**config.mk**
```make
export PLATFORM = sky130hd
export DESIGN_NAME = serial_subtractor_flat
export DESIGN_NICKNAME = d
export VERILOG_FILES = /design/src/rtl/serial_subtractor_if.sv /design/src/rtl/serial_subtractor.sv /design/src/flat_wrapper.sv
export SDC_FILE = /design/constraint.sdc
export NUM_CORES = 1
export LEC_CHECK = 0
export ABC_CLOCK_PERIOD_IN_PS = 1900
export CAP_MARGIN = 20
export CORE_MARGIN = 8
export CORE_UTILIZATION = 50
export CTS_CLUSTER_DIAMETER = 60
export DETAILED_ROUTE_END_ITERATION = 10
export GPL_ROUTABILITY_DRIVEN = 1
export GPL_TIMING_DRIVEN = 0
export PLACE_DENSITY_LB_ADDON = 0.3
export SLEW_MARGIN = 30
export SYNTH_ARGS = -nofsm -noshare
export SYNTH_HDL_FRONTEND = slang
export SYNTH_SLANG_ARGS = --single-unit
```
**constraint.sdc**
```tcl
create_clock -name clk -period 1.9 [get_ports clk]
set_clock_uncertainty 0.1 [all_clocks]
set_input_delay 0.38 -clock clk [delete_from_list [all_inputs] [get_ports clk]]
set_output_delay 0.38 -clock clk [all_outputs]
set_load 0.005 [all_outputs]
```
**src/rtl/serial_subtractor_if.sv**
```systemverilog
// Operand/result bundle for the bit-serial subtractor.
// Optional SERSUB_OVF_EN adds the signed overflow flag.
interface serial_subtractor_if #(parameter int WIDTH = 8);
  logic             start;
  logic [WIDTH-1:0] a;
  logic [WIDTH-1:0] b;
  logic             bin;
  logic [WIDTH-1:0] diff;
  logic             bout;
  logic             busy;
  logic             done;
  logic             zero;
`ifdef SERSUB_OVF_EN
  logic             ovf;
`endif

  modport master (
    output start, a, b, bin,
`ifdef SERSUB_OVF_EN
    input  ovf,
`endif
    input  diff, bout, busy, done, zero
  );

  modport slave (
    input  start, a, b, bin,
`ifdef SERSUB_OVF_EN
    output ovf,
`endif
    output diff, bout, busy, done, zero
  );
endinterface

```
**src/rtl/serial_subtractor.sv**
```systemverilog
// Bit-serial N-bit subtractor: one full-subtractor cell plus a borrow FF, LSB first.
// Define SERSUB_OVF_EN to add the signed overflow output (ovf).
module serial_subtractor #(
  parameter int WIDTH = 8
) (
  input  logic                clk,
  input  logic                reset,
  serial_subtractor_if.slave  bus
);

  // state | meaning
  // IDLE  | waiting for start, results held
  // RUN   | shifting one bit per edge, WIDTH edges
  // DONE  | one-cycle done pulse, start accepted here too
  typedef enum logic [1:0] {IDLE, RUN, DONE} state_t;

  localparam int CW = (WIDTH > 2) ? $clog2(WIDTH) : 1;

  state_t           state, state_nxt;
  logic [CW-1:0]    cnt;
  logic [WIDTH-1:0] a_sr, b_sr;
  logic [WIDTH-2:0] res_sr;
  logic [WIDTH-1:0] res_nxt;
  logic             br;
  logic             accept, last;
  logic             x, y, d, br_nxt;
  logic [WIDTH-1:0] diff_q;
  logic             bout_q, zero_q;
`ifdef SERSUB_OVF_EN
  logic             ovf_q;
`endif

  always_ff @(posedge clk) begin
    if (reset) state <= IDLE;
    else       state <= state_nxt;
  end

  always_comb begin
    state_nxt = state;
    accept    = 1'b0;
    last      = 1'b0;
    case (state)
      IDLE: begin
        if (bus.start) begin
          accept    = 1'b1;
          state_nxt = RUN;
        end
      end
      RUN: begin
        if (cnt == CW'(WIDTH - 1)) begin
          last      = 1'b1;
          state_nxt = DONE;
        end
      end
      DONE: begin
        if (bus.start) begin
          accept    = 1'b1;
          state_nxt = RUN;
        end else begin
          state_nxt = IDLE;
        end
      end
      default: state_nxt = IDLE;
    endcase
  end

  assign x       = a_sr[0];
  assign y       = b_sr[0];
  assign d       = x ^ y ^ br;
  assign br_nxt  = (~x & y) | (~(x ^ y) & br);
  // New bit enters at the MSB; after WIDTH shifts bit 0 lands at the LSB.
  assign res_nxt = {d, res_sr};

  always_ff @(posedge clk) begin
    if (reset) begin
      a_sr   <= '0;
      b_sr   <= '0;
      res_sr <= '0;
      br     <= 1'b0;
      cnt    <= '0;
      diff_q <= '0;
      bout_q <= 1'b0;
      zero_q <= 1'b0;
`ifdef SERSUB_OVF_EN
      ovf_q  <= 1'b0;
`endif
    end else if (accept) begin
      a_sr <= bus.a;
      b_sr <= bus.b;
      br   <= bus.bin;
      cnt  <= '0;
    end else if (state == RUN) begin
      a_sr   <= a_sr >> 1;
      b_sr   <= b_sr >> 1;
      res_sr <= res_nxt[WIDTH-1:1];
      br     <= br_nxt;
      cnt    <= cnt + 1'b1;
      if (last) begin
        diff_q <= res_nxt;
        bout_q <= br_nxt;
        zero_q <= (res_nxt == '0);
`ifdef SERSUB_OVF_EN
        // borrow into the MSB differs from borrow out => signed overflow
        ovf_q  <= br ^ br_nxt;
`endif
      end
    end
  end

  assign bus.diff = diff_q;
  assign bus.bout = bout_q;
  assign bus.zero = zero_q;
  assign bus.busy = (state == RUN);
  assign bus.done = (state == DONE);
`ifdef SERSUB_OVF_EN
  assign bus.ovf  = ovf_q;
`endif

endmodule
```
**src/flat_wrapper.sv**
```systemverilog
// flat-port wrapper written by rule: the top's interface ports become plain ports
module serial_subtractor_flat 
#(
  parameter int WIDTH = 8
)
  (clk, reset, bus_start, bus_a, bus_b, bus_bin, bus_diff, bus_bout, bus_busy, bus_done, bus_zero);
  serial_subtractor_if #(.WIDTH(WIDTH)) bus_i ();
  input  logic clk;
  input  logic reset;
  input wire logic [$bits(bus_i.start)-1:0] bus_start;
  input wire logic [$bits(bus_i.a)-1:0] bus_a;
  input wire logic [$bits(bus_i.b)-1:0] bus_b;
  input wire logic [$bits(bus_i.bin)-1:0] bus_bin;
  output wire logic [$bits(bus_i.diff)-1:0] bus_diff;
  output wire logic [$bits(bus_i.bout)-1:0] bus_bout;
  output wire logic [$bits(bus_i.busy)-1:0] bus_busy;
  output wire logic [$bits(bus_i.done)-1:0] bus_done;
  output wire logic [$bits(bus_i.zero)-1:0] bus_zero;
  assign bus_i.start = bus_start;
  assign bus_i.a = bus_a;
  assign bus_i.b = bus_b;
  assign bus_i.bin = bus_bin;
  assign bus_diff = bus_i.diff;
  assign bus_bout = bus_i.bout;
  assign bus_busy = bus_i.busy;
  assign bus_done = bus_i.done;
  assign bus_zero = bus_i.zero;
  serial_subtractor #(.WIDTH(WIDTH)) u_core (.clk(clk), .reset(reset), .bus(bus_i));
endmodule
```
Word-level counts from Yosys, hierarchy flattened
Index checks and enable logic that the tools add are counted.
- bits in registers: 39
- output and inout bits: 12
- logic and storage cells: 45
- add/subtract/negate cells: 1
- eq/ne operators: 5
- mux-type cells: 14
- bitwise gates (word level): 8
- reduce and logical (&&, ||, !) cells: 8
- operators with widths (operator ; number):
    $mux 8 ; 4
    $logic_not 8->1 ; 1
    $mux 1 ; 7
    $pmux 2 s3 ; 1
    $mux 2 ; 2
    $reduce_and 2->1 ; 2
    $reduce_or 2->1 ; 2
    $add 3x1->3 const B ; 1
    $eq 3x3->1 const B ; 1
    $not 1->1 ; 3
    $reduce_and 3->1 ; 1
    $and 1x1->1 ; 2
    $eq 2x1->1 const B ; 1
    $eq 2x2->1 const B ; 1
    $logic_not 2->1 ; 1
    $ne 2x1->1 const B ; 1
    $ne 2x2->1 const B ; 1
    $reduce_bool 2->1 ; 1
    $xor 1x1->1 ; 2
    $or 1x1->1 ; 1

Logic depth before layout (Yosys ltp)
- word-level depth: 6
- depth in mapped cells: 6
- depth with buffers taken out: 5

Least setup slack after synthesis
No wires, ideal clock.
- path type: register -> register
- from: reg u_core.cnt[0]
- to: reg u_core.bout_q (netlist: u_core.bus.bout)
- setup time: 0.086 ns
- data arrival time: 1.219 ns
- required time: 1.714 ns
- setup slack: 0.495 ns
- stages on the path, launching flop included: 6
- buffers on the path: 1
- period minus slack after synthesis: 1.405 ns
- cell sequence: dfxtp_1 ha_1 ha_1 and3b_1 buf_2 a211oi_1
- cells in the longest elaborated chain, start to end: 4
- RTL lines (item ; line ; RTL):
    from (decl) ; serial_subtractor.sv:20 ; logic [CW-1:0] cnt;
    from (signal assigned) ; serial_subtractor.sv:97 ; cnt <= cnt + 1'b1;
    $eq 3x3->1 ; serial_subtractor.sv:50 ; if (cnt == CW'(WIDTH - 1)) begin
    $mux 1 ; serial_subtractor.sv:50 ;
    $mux 1 ; serial_subtractor.sv:42 ; case (state)
    $reduce_and 3->1 (no line) ; -- ;
    to (signal assigned) ; serial_subtractor.sv:100 ; bout_q <= br_nxt;
    to (decl) ; serial_subtractor.sv:28 ; logic bout_q, zero_q;
Every way passes these cells.
A chain may end at the register's enable or synchronous reset.

Worst setup path after layout
- from: reg u_core.state[1]
- to: out bus_busy
- cells in the longest elaborated chain, start to end: 1
- RTL lines (item ; line ; RTL):
    from (decl) ; serial_subtractor.sv:19 ; state_t state, state_nxt;
    from (signal assigned) ; serial_subtractor.sv:35 ; else state <= state_nxt;
    $eq 2x1->1 ; serial_subtractor.sv:113 ; assign bus.busy = (state == RUN);
    to (decl) ; flat_wrapper.sv:16 ; output wire logic [$bits(bus_i.busy)-1:0] bus_busy;
Every way passes these cells.

==> impl_metrics.yaml <==
timing:
  finalCriticalPeriod_ns: 1.84
  max-slew-margin-rel_pct: 66.6
  rsz0062_at_grt: "no"
  worstMarginPinSlew_ns: 0.501
  hold_viol: 0
  fmax_ghz: 0.545
  setup_viol: 0
  final_max_slew_viol_count: 0
  layout_worst_path_cycle_share_pct: 96.6
  setup_tns_ns: 0
yosys:
  netlist_area_um2: 1610
  seq_area_frac_synth_pct: 48.6
  synth_top_cells_by_area: "dfxtp_1, nand2_1, a21oi_1"
  avgSynthCellArea_um2: 8.64
  ys_warn_count: 0
  synth_top_area_share_pct: 48.6
  synth_area_leader_cell: "dfxtp_1"
  syn-num-nets: 209
  synth_cell_types: 30
  synth_seq_cells: 39
  synthCells: 186
critical_path:
  start_kind: "register"
  cp_max_fo: 18
  path_class: "register to primary output"
  cp-end-kind: "primary output"
  cp_data_required_time_ns: 1.42
  worstPathArrival_ns: 1.36
finish:
  insertedDiodeCount: 0
  area_growth_pct: 26.4
  fillerInstances: 276
  multiInputGateArea_um2: 718
  layout_common_cells: "nand2_1, dfxtp_1, clkdlybuf4s50_1"
  fin_nets: 245
  layout_commonest_cell: "nand2_1"
  utilization_pct: 66.6
  seq_area_um2: 785
  drive_gt1_share_pct: 10.3
floorplan:
  fp.dieH_um: 72.7
  start_util_pct: 52.7
  ios: 32
  core_area_um2: 3050
  placementRows: 20
  die_w_um: 72.7
  die_area_um2: 5290
route:
  drt_iter0_drc: 114
  viasPerCell: 5.36
  ant_nets: 0
  vias: 1431
  dr.pass1.iters: 4
  drc: 0
  wl_per_cell_um: 13.9
  routed_wl_mm: 3.71
status:
  run_status: "finished clean"
global_routing:
  grt-ovfl-total: 0
  track_usage_pct: 14.9
  grt_max_degree: 19
  antenna_found_initial: 0
  grt_pass1_vias: 1450
  grt_pass1_wl_mm: 6.18
placement:
  gp_congestion: 0.780
  dp_hpwl_mm: 2.78
  io_buffers: 30
cts:
  cts_buffers: 5
  htree_levels: 2
  cts-root-buf: "clkbuf_4"
  cts_buffer_depth: 2
  path_clk_slew_ns: 0.12
  hold_buffers: 0
  cts_tree: "done"
  cts_sinks: 39
  insertion_delay_ns: 0.36
  cts_setup_buffers: 0
pwr:
  power_leakage_nw: 0.743
  ir_drop_v: 0.000404
  powerDensity_nw_per_um2: 781
worst_hold_path:
  holdCritPathClass: "primary input to register"
flow_run:
  cap_violations: 0
cells by family after synthesis:
kind of cell	count (synthesis)	synth area share, %
multiplexers	4	2.49
buffers and inverters	17	6.77
AO/OA/AOI/OAI	37	16.7
XOR/XNOR	1	0.545
adder cells (fa/ha/maj)	3	2.80
AND/OR/NAND/NOR	85	22.2
flip-flops	39	48.6
synthesized netlist by cell type (all sizes together):
library cell	number
nand2	53
and3b	1
a21oi	20
a2bb2oi	1
clkbuf	2
fa	1
a311oi	11
nand3	5
mux2i	4
ha	2
o21a	1
and2b	1
inv	3
nor4	2
buf	12
nand3b	1
nor2b	1
a211oi	1
nand2b	2
nor2	14
xnor2	1
nor3	5
a22oi	3
dfxtp	39
metal layers:
metal,part of all wire [%],wire length (um),vias to the layer above,track usage [%]
li1,-,-,705,-
met5,0,0,-,0
met1,40,1480,668,14.6
met3,6.5,243,9,3.98
met2,50,1870,49,26.0
met4,3.2,117,0,11.3
per-stage QoR:
step	std cells	total power, mW	setup WS [ns]	instance area (um^2)	hold WS, ns
after floorplan	186	1.03	0.495	1610	0.345
after global placement	260	1.10	0.0488	1960	0.341
after detailed placement	260	1.11	0.0289	1960	0.346
after CTS	267	1.58	0.0212	2030	0.238
after global routing	267	1.63	0.00132	2030	0.259
final	267	1.59	0.0642	2030	0.250
final timing paths:
kind / start / end / slack (ns) / depth (start not counted)
hold reg to reg: u_core.bus.diff[0] / u_core.bus.diff[0] / 0.36 / 2
setup reg to reg: u_core.b_sr[0] / u_core.bus.zero / 0.30 / 5
hold / removal: reset / u_core.a_sr[5] / 0.25 / 2
setup / recovery: u_core.state[1] / bus_busy / 0.06 / 4
what timing repair did:
item                       in CTS  in global routing
resized for setup               3                  2
hold endpoints to repair        0                  0
setup endpoints to repair       1                  1
state kept, by name (all words and copies together), names as in the netlist:
signal,cells
u_core.cnt,3
u_core.state,2
u_core.br,1
u_core.bus.bout,1
u_core.bus.zero,1
u_core.bus.diff,8
u_core.a_sr,8
u_core.b_sr,8
u_core.res_sr,7
critical path: stages (launching register included):
cell           delay [ns]
dfxtp_1              0.34
nand2b_1             0.15
buf_6                0.14
inv_8                0.11
dlygate4sd2_1        0.25
power by group:
| group | total, mW | internal (mW) | switching (mW) |
|---|---|---|---|
| clock network | 0.493 | 0.218 | 0.275 |
| logic | 0.217 | 0.105 | 0.112 |
| registers | 0.876 | 0.854 | 0.0224 |
layout make-up:
type / instances / area share, %
Sequential cell: 39 / 38.6
Inverter: 3 / 0.924
Tap cell: 44 / 2.71
Clock buffer: 8 / 3.39
Buffer: 13 / 4.19
Timing Repair Buffer: 30 / 14.8
Multi-Input combinational cell: 130 / 35.3
No activity file was read; power rests on OpenSTA's default activity.
